===== src/rtl/nmr_seq_pkg.sv =====
// Shared types for the NMR sequencer blocks: scheduler FSM states, microsecond
// time type and the width helper for the microsecond tick counter.
package nmr_seq_pkg;

  typedef enum logic [2:0] {StIdle, StArm, StRun, StNext, StFin} shot_state_e;

  typedef logic [31:0] us_time_t;

  function automatic int unsigned us_tick_w(input int unsigned div);
    return (div > 1) ? $clog2(div) : 1;
  endfunction

endpackage


===== src/rtl/nmr_shot_scheduler_if.sv =====
// Register-bank side of the shot scheduler: train controls, latched parameters
// and the sequencer-facing outputs.
interface nmr_shot_scheduler_if
  import nmr_seq_pkg::*;
#(
  parameter int unsigned CNT_W = 16
);
  logic             start;
  logic             abort;
  logic [CNT_W-1:0] shots_in;
  us_time_t         reptime_in;
  us_time_t         abdly_in;
  us_time_t         dly_step_in;
  us_time_t         acq_dly_in;
  us_time_t         acq_len_in;
  logic             seq_rst;
  us_time_t         abdly_out;
  logic             shot_strobe;
  logic [CNT_W-1:0] shot_idx;
  logic             acq_gate;
  logic             busy;
  logic             done;

  modport master (
    output start, abort, shots_in, reptime_in, abdly_in, dly_step_in, acq_dly_in, acq_len_in,
    input  seq_rst, abdly_out, shot_strobe, shot_idx, acq_gate, busy, done
  );

  modport slave (
    input  start, abort, shots_in, reptime_in, abdly_in, dly_step_in, acq_dly_in, acq_len_in,
    output seq_rst, abdly_out, shot_strobe, shot_idx, acq_gate, busy, done
  );
endinterface


===== src/rtl/nmr_us_tick.sv =====
// Microsecond tick generator: US_DIVIDER down-counter with synchronous clear;
// tick is high for one cycle each time the counter reaches zero.
module nmr_us_tick
  import nmr_seq_pkg::*;
#(
  parameter int unsigned US_DIVIDER = 125
) (
  input  logic clk,
  input  logic rstn,
  input  logic clear,
  output logic tick
);
  localparam int unsigned W = us_tick_w(US_DIVIDER);
  localparam logic [W-1:0] Reload = W'(US_DIVIDER - 1);

  logic [W-1:0] cnt_q, cnt_d;

  always_comb begin
    cnt_d = cnt_q - 1'b1;
    if (clear || (cnt_q == '0)) cnt_d = Reload;
  end

  always_ff @(posedge clk or negedge rstn) begin
    if (!rstn) cnt_q <= Reload;
    else       cnt_q <= cnt_d;
  end

  assign tick = (cnt_q == '0) && !clear;
endmodule


===== src/rtl/nmr_shot_scheduler.sv =====
// Shot-train repetition controller for the NMR pulse sequencer.
// Define SHOT_STEP_EN to advance abdly_out by dly_step (saturating) on every shot.
module nmr_shot_scheduler
  import nmr_seq_pkg::*;
#(
  parameter int unsigned US_DIVIDER = 125,
  parameter int unsigned CNT_W      = 16
) (
  input logic                 clk,
  input logic                 rstn,
  nmr_shot_scheduler_if.slave bus
);
  shot_state_e      state_q, state_d;
  logic [CNT_W-1:0] shots_q, idx_q, idx_d;
  us_time_t         rep_q, acq_dly_q, acq_len_q;
  us_time_t         abdly_q, abdly_d, t_q, t_d, next_abdly;
  logic             strobe_q, load, us_clear, us_tick, last_shot;
  logic [32:0]      gate_end;

  assign load      = (state_q == StIdle) && bus.start && !bus.abort;
  assign last_shot = (idx_q == shots_q - CNT_W'(1));

  always_ff @(posedge clk or negedge rstn) begin
    if (!rstn) begin
      shots_q   <= '0;
      rep_q     <= 32'd1;
      acq_dly_q <= '0;
      acq_len_q <= '0;
    end else if (load) begin
      shots_q   <= bus.shots_in;
      rep_q     <= (bus.reptime_in == '0) ? 32'd1 : bus.reptime_in;
      acq_dly_q <= bus.acq_dly_in;
      acq_len_q <= bus.acq_len_in;
    end
  end

`ifdef SHOT_STEP_EN
  us_time_t    step_q;
  logic [32:0] step_sum;

  always_ff @(posedge clk or negedge rstn) begin
    if (!rstn)     step_q <= '0;
    else if (load) step_q <= bus.dly_step_in;
  end

  assign step_sum   = {1'b0, abdly_q} + {1'b0, step_q};
  assign next_abdly = step_sum[32] ? '1 : step_sum[31:0];
`else
  logic unused_step;
  assign unused_step = ^bus.dly_step_in;
  assign next_abdly  = abdly_q;
`endif

  nmr_us_tick #(
    .US_DIVIDER(US_DIVIDER)
  ) u_us_tick (
    .clk  (clk),
    .rstn (rstn),
    .clear(us_clear),
    .tick (us_tick)
  );

  always_comb begin
    state_d  = state_q;
    idx_d    = idx_q;
    abdly_d  = abdly_q;
    t_d      = t_q;
    us_clear = 1'b0;
    if (bus.abort) begin
      state_d = StIdle;
    end else begin
      unique case (state_q)
        StIdle: begin
          if (bus.start) begin
            if (bus.shots_in == '0) begin
              state_d = StFin;
            end else begin
              state_d = StArm;
              abdly_d = bus.abdly_in;
              idx_d   = '0;
            end
          end
        end
        StArm: begin
          t_d      = '0;
          us_clear = 1'b1;
          state_d  = StRun;
        end
        StRun: begin
          if (us_tick) begin
            t_d = t_q + 32'd1;
            if (t_q == rep_q - 32'd1) begin
              state_d = StNext;
              // Advance ABdly on entry to NEXT so it is steady for both held cycles.
              if (!last_shot) abdly_d = next_abdly;
            end
          end
        end
        StNext: begin
          if (last_shot) begin
            state_d = StFin;
          end else begin
            idx_d   = idx_q + CNT_W'(1);
            state_d = StArm;
          end
        end
        StFin:   state_d = StIdle;
        default: state_d = StIdle;
      endcase
    end
  end

  always_ff @(posedge clk or negedge rstn) begin
    if (!rstn) begin
      state_q  <= StIdle;
      idx_q    <= '0;
      abdly_q  <= '0;
      t_q      <= '0;
      strobe_q <= 1'b0;
    end else begin
      state_q  <= state_d;
      idx_q    <= idx_d;
      abdly_q  <= abdly_d;
      t_q      <= t_d;
      strobe_q <= (state_q == StArm) && !bus.abort;
    end
  end

  assign gate_end        = {1'b0, acq_dly_q} + {1'b0, acq_len_q};
  assign bus.acq_gate    = (state_q == StRun) && (t_q >= acq_dly_q) && ({1'b0, t_q} < gate_end);
  assign bus.seq_rst     = (state_q != StRun);
  assign bus.busy        = (state_q == StArm) || (state_q == StRun) || (state_q == StNext);
  assign bus.done        = (state_q == StFin);
  assign bus.shot_strobe = strobe_q;
  assign bus.shot_idx    = idx_q;
  assign bus.abdly_out   = abdly_q;
endmodule


===== src/flat_wrapper.sv =====
// flat-port wrapper written by rule: the top's interface ports become plain ports
module nmr_shot_scheduler_flat import nmr_seq_pkg::*;
#(
  parameter int unsigned US_DIVIDER = 125,
  parameter int unsigned CNT_W      = 16
)
  (clk, rstn, bus_start, bus_abort, bus_shots_in, bus_reptime_in, bus_abdly_in, bus_dly_step_in, bus_acq_dly_in, bus_acq_len_in, bus_seq_rst, bus_abdly_out, bus_shot_strobe, bus_shot_idx, bus_acq_gate, bus_busy, bus_done);
  nmr_shot_scheduler_if #(.CNT_W(CNT_W)) bus_i ();
  input logic clk;
  input logic rstn;
  input wire logic [$bits(bus_i.start)-1:0] bus_start;
  input wire logic [$bits(bus_i.abort)-1:0] bus_abort;
  input wire logic [$bits(bus_i.shots_in)-1:0] bus_shots_in;
  input wire logic [$bits(bus_i.reptime_in)-1:0] bus_reptime_in;
  input wire logic [$bits(bus_i.abdly_in)-1:0] bus_abdly_in;
  input wire logic [$bits(bus_i.dly_step_in)-1:0] bus_dly_step_in;
  input wire logic [$bits(bus_i.acq_dly_in)-1:0] bus_acq_dly_in;
  input wire logic [$bits(bus_i.acq_len_in)-1:0] bus_acq_len_in;
  output wire logic [$bits(bus_i.seq_rst)-1:0] bus_seq_rst;
  output wire logic [$bits(bus_i.abdly_out)-1:0] bus_abdly_out;
  output wire logic [$bits(bus_i.shot_strobe)-1:0] bus_shot_strobe;
  output wire logic [$bits(bus_i.shot_idx)-1:0] bus_shot_idx;
  output wire logic [$bits(bus_i.acq_gate)-1:0] bus_acq_gate;
  output wire logic [$bits(bus_i.busy)-1:0] bus_busy;
  output wire logic [$bits(bus_i.done)-1:0] bus_done;
  assign bus_i.start = bus_start;
  assign bus_i.abort = bus_abort;
  assign bus_i.shots_in = bus_shots_in;
  assign bus_i.reptime_in = bus_reptime_in;
  assign bus_i.abdly_in = bus_abdly_in;
  assign bus_i.dly_step_in = bus_dly_step_in;
  assign bus_i.acq_dly_in = bus_acq_dly_in;
  assign bus_i.acq_len_in = bus_acq_len_in;
  assign bus_seq_rst = bus_i.seq_rst;
  assign bus_abdly_out = bus_i.abdly_out;
  assign bus_shot_strobe = bus_i.shot_strobe;
  assign bus_shot_idx = bus_i.shot_idx;
  assign bus_acq_gate = bus_i.acq_gate;
  assign bus_busy = bus_i.busy;
  assign bus_done = bus_i.done;
  nmr_shot_scheduler #(.US_DIVIDER(US_DIVIDER), .CNT_W(CNT_W)) u_core (.clk(clk), .rstn(rstn), .bus(bus_i));
endmodule

===== config.mk =====
export PLATFORM = sky130hd
export DESIGN_NAME = nmr_shot_scheduler_flat
export DESIGN_NICKNAME = d
export VERILOG_FILES = /design/src/rtl/nmr_seq_pkg.sv /design/src/rtl/nmr_shot_scheduler_if.sv /design/src/rtl/nmr_us_tick.sv /design/src/rtl/nmr_shot_scheduler.sv /design/src/flat_wrapper.sv
export SDC_FILE = /design/constraint.sdc
export NUM_CORES = 1
export LEC_CHECK = 0
export ABC_CLOCK_PERIOD_IN_PS = 6100
export CAP_MARGIN = 0
export CORE_ASPECT_RATIO = 1.25
export CORE_MARGIN = 3
export CORE_UTILIZATION = 41
export CTS_CLUSTER_SIZE = 30
export DETAILED_ROUTE_END_ITERATION = 16
export SETUP_SLACK_MARGIN = 0.2
export SYNTH_ARGS = -nofsm -noshare
export SYNTH_HDL_FRONTEND = slang
export SYNTH_SLANG_ARGS = --single-unit

===== constraint.sdc =====
create_clock -name clk -period 6.1 [get_ports clk]
set_clock_uncertainty 0.05 [all_clocks]
set_input_delay 0.61 -clock clk [delete_from_list [all_inputs] [get_ports clk]]
set_output_delay 0.61 -clock clk [all_outputs]
set_load 0.05 [all_outputs]

=== After elaboration in Yosys (flattened, before gate mapping) ===
Index checks and enable logic that the tools add are counted.
W data, S select, Z words.

* Flip-flop bits (word level): 203
* Logic and storage cells: 72

* Bitwise logic cells: 2
* Magnitude comparators: 2
* Equal/unequal tests: 14
* Reductions and logical operators: 21
* Mux-type cells: 17
* $add $sub $neg: 6

{| class="wikitable"
|+ Operators by type and width
! cell !! number
|-
| $mux W32 || 2
|-
| $pmux W32 S2 || 1
|-
| $mux W16 || 3
|-
| $add A32 B32 Y33 || 1
|-
| $lt A32 B33 Y1 || 1
|-
| $add A32 B1 Y32 const B || 1
|-
| $eq A32 B32 Y1 || 1
|-
| $ge A32 B32 Y1 || 1
|-
| $logic_not A32 Y1 || 1
|-
| $pmux W16 S2 || 1
|-
| $sub A32 B1 Y32 const B || 1
|-
| $mux W3 || 6
|-
| $add A16 B1 Y16 const B || 1
|-
| $eq A16 B16 Y1 || 1
|-
| $logic_not A16 Y1 || 1
|-
| $sub A16 B1 Y16 const B || 1
|-
| $pmux W3 S4 || 1
|-
| $ne A2 B2 Y1 const B || 4
|-
| $logic_not A7 Y1 || 1
|-
| $mux W7 || 1
|-
| $sub A7 B1 Y7 const B || 1
|-
| $eq A3 B2 Y1 const B || 2
|-
| $logic_and A1 B1 Y1 || 6
|-
| $ne A3 B2 Y1 const B || 2
|-
| other kinds (12) || 20
|}

=== Logic depth before layout (Yosys ltp) ===
Gate-level depths: netlist of the first run.

* Depth after elaboration: 8
* Gate-level depth with buffers: 19

=== Cells and area by module ===
Synthesis of the first run repeated with hierarchy kept, for this count alone.

* Cell total of the unflattened synthesis: 1363
* Area, all modules: 13138.9 um^2

{| class="wikitable"
|+ By module, submodules not included
! module !! cells each !! area each (um^2) !! times used
|-
| nmr_shot_scheduler || 1331 || 12782.3 || 1
|-
| nmr_us_tick || 32 || 356.6 || 1
|}

=== Least setup slack after synthesis of the first run ===
Ideal clock, no wire load.

* Kind: register -> output
* From: register u_core.acq_dly_q[0]
* To: output port bus_acq_gate
* Required time: 5.440 ns
* Arrival: 5.146 ns
* Setup slack: 0.294 ns
* Cell stages (with the launch flop): 20
* Buffers on the path: 0
* Cell sequence: dfrtp_1 > ha_1 > fa_1 > a21o_1 > a221oi_1 > a21o_1 > a21oi_1 > a31o_2 > a31o_2 > a21oi_1 > xor2_1 > ha_1 > a21oi_1 > o21ai_0 > a2111oi_0 > nor2b_1 > o21ai_0 > a31oi_1 > a2111oi_0 > a211oi_1

* Longest elaborated chain between the ends: 3
* Elaborated cells on any way between the ends: 5
* Classes of those cells: add/sub (1); order compare (2); reduce/logical (2)

{| class="wikitable"
|+ RTL lines
! element !! line !! RTL
|-
| start, declared || nmr_shot_scheduler.sv:15 || <nowiki>us_time_t rep_q, acq_dly_q, acq_len_q;</nowiki>
|-
| start signal, assigned || nmr_shot_scheduler.sv:32 || <nowiki>acq_dly_q <= bus.acq_dly_in;</nowiki>
|-
| $add A32 B32 Y33 / $ge A32 B32 Y1 (equally long branches) || nmr_shot_scheduler.sv:129, nmr_shot_scheduler.sv:130 ||
|-
| $lt A32 B33 Y1 / $logic_and A1 B1 Y1 (equally long branches) || nmr_shot_scheduler.sv:130 || <nowiki>assign bus.acq_gate = (state_q == StRun) && (t_q >= acq_dly_q) && ({1'b0, t_q} < gate_end);</nowiki>
|-
| $logic_and A1 B1 Y1 (*) || nmr_shot_scheduler.sv:130 ||
|-
| end, declared || flat_wrapper.sv:23 || <nowiki>output wire logic [$bits(bus_i.acq_gate)-1:0] bus_acq_gate;</nowiki>
|}

Every way passes the cells marked *; elsewhere a longest branch is shown, timed or not.

=== Final worst setup path of the first run ===
Same ends and word-level chain as after synthesis.

==> reports/summary.txt, run 1 <==
outcome -> completed
Synth top cells by count -> 197 x dfrtp_1, 166 x nand2_1, 112 x mux2_2
worst path required time -> 5440 ps
CTS tree -> done
Final Power -> 5.79 mW
Detail Placement HPWL -> 25400 um
WL met2 -> 16900 um
Period minus WS final -> 5640 ps
# rows -> 72
first-pass GRT wire length -> 55700 um
Port Buf Inserts -> 200
Power Density -> 351 mW/mm^2
Routed Antenna Nets -> 0
layout cell share with drive strength beyond 1 -> 0.128
count leader, synth -> dfrtp_1
RD Place Congestion -> 0.878
Synth Flop Type -> dfrtp_1
TritonCTS buffer count -> 24
Net Count, Synth -> 1659
CTS Buffer Depth -> 3
drt wl/cell -> 17.0 um
All-Layer GR Usage -> 0.195
Yosys warnings -> 0
post-synth top area cell -> dfrtp_1
Yosys top cell area share -> 0.375
Max Fanout on Critical Path -> 3
Post-synth EDFFs -> 0
vias in the first global route -> 11000
WL met1 -> 14800 um
post-route DRC violation count -> 0
Critical Path Start Type -> flip-flop
synthesized area per cell -> 9.54 sq um
leakage power -> 7.29 nW
Critical Path Max Stage Delay -> 500 ps
crit path cell chain -> ha_4, fa_2, a21o_1, a221oi_2, buf_4, a21o_1, a211oi_2, o21ai_0, and3_1, o21ai_0, xnor2_1, ha_1, or4_1, a21oi_1, o2111ai_1, a31oi_1, buf_4, a2111oi_4, a211oi_2, buf_4, buf_12
RSZ-0062 raised after global routing -> no
R2R Path End -> u_core.state_q[2]$_DFFE_PN0P_
hold buffers post-CTS -> 0
Final Max Tran Viols -> 0
post-synthesis cell area -> 0.0131 sq mm
CP arrival -> 4980 ps
Die Y -> 206 um
clock-pin slew on the worst setup and hold paths -> 60 ps
max cap viols -> 0
endpoint class of the critical path -> primary output
Std-Cell Core Area -> 0.0313 sq mm
Iteration-0 DRC Markers -> 641
DR vias -> 10900
Seq cells post-synth -> 203
Top Layer Used -> met4
Netlist cell types -> 77
die width -> 166 um
max_slew headroom -> 0.335
P&R area growth vs syn -> 25.5%
period utilization -> 0.924
Worst path most repeated cell -> buf_4
Post-Synthesis Cells -> 1378
final wirelength -> 33900 um
Worst R2R Setup Slack -> 2390 ps
grt ovf -> 0
DR vias/cell -> 5.47
Synth area leaders -> dfrtp_1 38%, mux2_2 9.6%, ha_1 9.5%
H-tree depth -> 1
Max VDD drop -> 0.260 mV
Crit Path Class -> flip-flop to primary output
dpl ws -> 362 ps
# diodes -> 0
Ports -> 233
asr flop ratio synth -> 1.00
fmax -> 177 MHz
worst hold path type -> primary input to async pin
Initial Util -> 0.421
final setup violation count -> 0
Die ar. -> 0.0343 sq mm
worst reg2reg path depth -> 10
final setup margin -> 461 ps
initial antenna violation count -> 0
Root Driver -> clkbuf_16
Slew @ Worst Pin -> 997 ps
first-pass detailed-route iteration total -> 5
Worst-Skew Late Latency -> 530 ps
setup TNS -> 0 ps
clk sinks -> 203
Final nets -> 1849
worst r2r src -> u_core.rep_q[1]$_DFFE_PN0P_
slowest CP cell -> or4_1
largest net degree at the start of global routing -> 132
final hold vios -> 0
sequential element share of the synthesized area -> 0.387
met3 routed wirelength -> 1490 um
worst max path at each step:
| stage | start | endpoint | slack (ps) | cells past startpoint |
|---|---|---|---|---|
| detailed placement | u_core.acq_len_q[0]$_DFFE_PN0P_ | bus_acq_gate | 360 | 23 |
| floorplan | u_core.acq_dly_q[0]$_DFFE_PN0P_ | bus_acq_gate | 290 | 19 |
| finish | u_core.acq_dly_q[0]$_DFFE_PN0P_ | bus_acq_gate | 460 | 21 |
| global placement | u_core.acq_len_q[0]$_DFFE_PN0P_ | bus_acq_gate | 330 | 23 |
| CTS | u_core.acq_dly_q[0]$_DFFE_PN0P_ | bus_acq_gate | 210 | 23 |
| global route | u_core.acq_dly_q[0]$_DFFE_PN0P_ | bus_acq_gate | 160 | 23 |
metal layers:
layer,vias to the layer above,track usage
li1,5354,-
met1,5237,0.249
met2,244,0.347
met3,55,0.0266
met4,0,0.0594
met5,-,0
registers in the layout (all words and copies together) (netlist names):
signal and count:
u_core.acq_len_q 32, u_core.u_us_tick.cnt_q 7, u_core.bus.abdly_out 32, u_core.bus.shot_strobe 1, u_core.rep_q 32, u_core.state_q 3, u_core.acq_dly_q 32, u_core.t_q 32
u_core.bus.shot_idx 16, u_core.shots_q 16
worst max-delay path: cells and delay by family (launching register included):
family                     cells  cell delay [ps]
AOI/OAI and AO/OA             11             1830
xor gates and xnor gates       1              140
adders and majority gates      3              720
buffers and inverters          4              580
DFF                            1              410
and+or+nand+nor                2              740
repair_timing:
action,in CTS,in global routing
cloned,0,0
endpoints found under the setup margin,1,1
pin swaps,4,5
gates resized for setup,8,12
buffers inserted,1,2
layout make-up:
class,count,area [sq um]
multi-input cells,1060,7700
clock inverters,7,138
fillers,2866,14800
repair buffers,214,2130
clock buffers,36,687
flip-flops and latches,203,5090
well taps,407,509
inverters,65,244
cells by family (layout without fill, tap and decap cells):
| family | after synthesis | in the layout | share of synthesized area |
|---|---|---|---|
| AOI/OAI and AO/OA | 247 | 247 | 0.125 |
| xor gates and xnor gates | 108 | 108 | 0.0720 |
| adders and majority gates | 101 | 101 | 0.0967 |
| buffers and inverters | 115 | 322 | 0.0349 |
| DFF | 203 | 203 | 0.387 |
| muxes | 119 | 119 | 0.101 |
| and+or+nand+nor | 485 | 485 | 0.184 |
power breakdown:
group          total (mW)  switching (mW)  internal [mW]
Combinational        2.37            1.29           1.08
Clock                1.51           0.568          0.944
Sequential           1.91           0.275           1.63
Total                5.79            2.14           3.66
placed cells by master (no fill, tap or decap), drive strengths merged, types with 5 or more instances in the layout:
cell / instances
nor4: 27
nand3: 34
xnor2: 52
a211oi: 10
nor3: 28
a21o: 27
o2111ai: 8
or4: 16
inv: 65
mux2i: 7
clkdlybuf4s50: 198
nor2b: 13
a2111oi: 9
buf: 15
nand4: 26
nor2: 93
nand2: 166
o21ai: 49
nor3b: 7
o21a: 6
dfstp: 6
nand2b: 10
ha: 100
and2: 6
or3: 18
and4: 8
and3: 18
a31o: 5
o31ai: 9
dfrtp: 197
a31oi: 8
xor2: 56
mux2: 112
a21oi: 71
clkbuf: 37
o211ai: 8
through the flow:
stage	hold slack (ps)	instance area, sq um	std cells	utilization
floorplan	264	13100	1378	-
global placement	394	15600	1946	0.498
detailed placement	407	15600	1946	0.498
CTS	37.9	16400	1990	0.525
global route	66.2	16500	1992	0.528
finish	7.32	16500	1992	0.528
Power figures use the tool's default switching activity.
==> inputs of run 2 (changes only) <==
CAP_MARGIN = unset   (was 0)
SLEW_MARGIN = 20   (was unset)
==> results of run 2 <==
No change in the layout: final DEF, timing and power equal those of run 1.
==> inputs of run 3 (changes only) <==
SLEW_MARGIN = 10   (was 20)
==> results of run 3 <==
No change in the layout: final DEF, timing and power equal those of run 1.
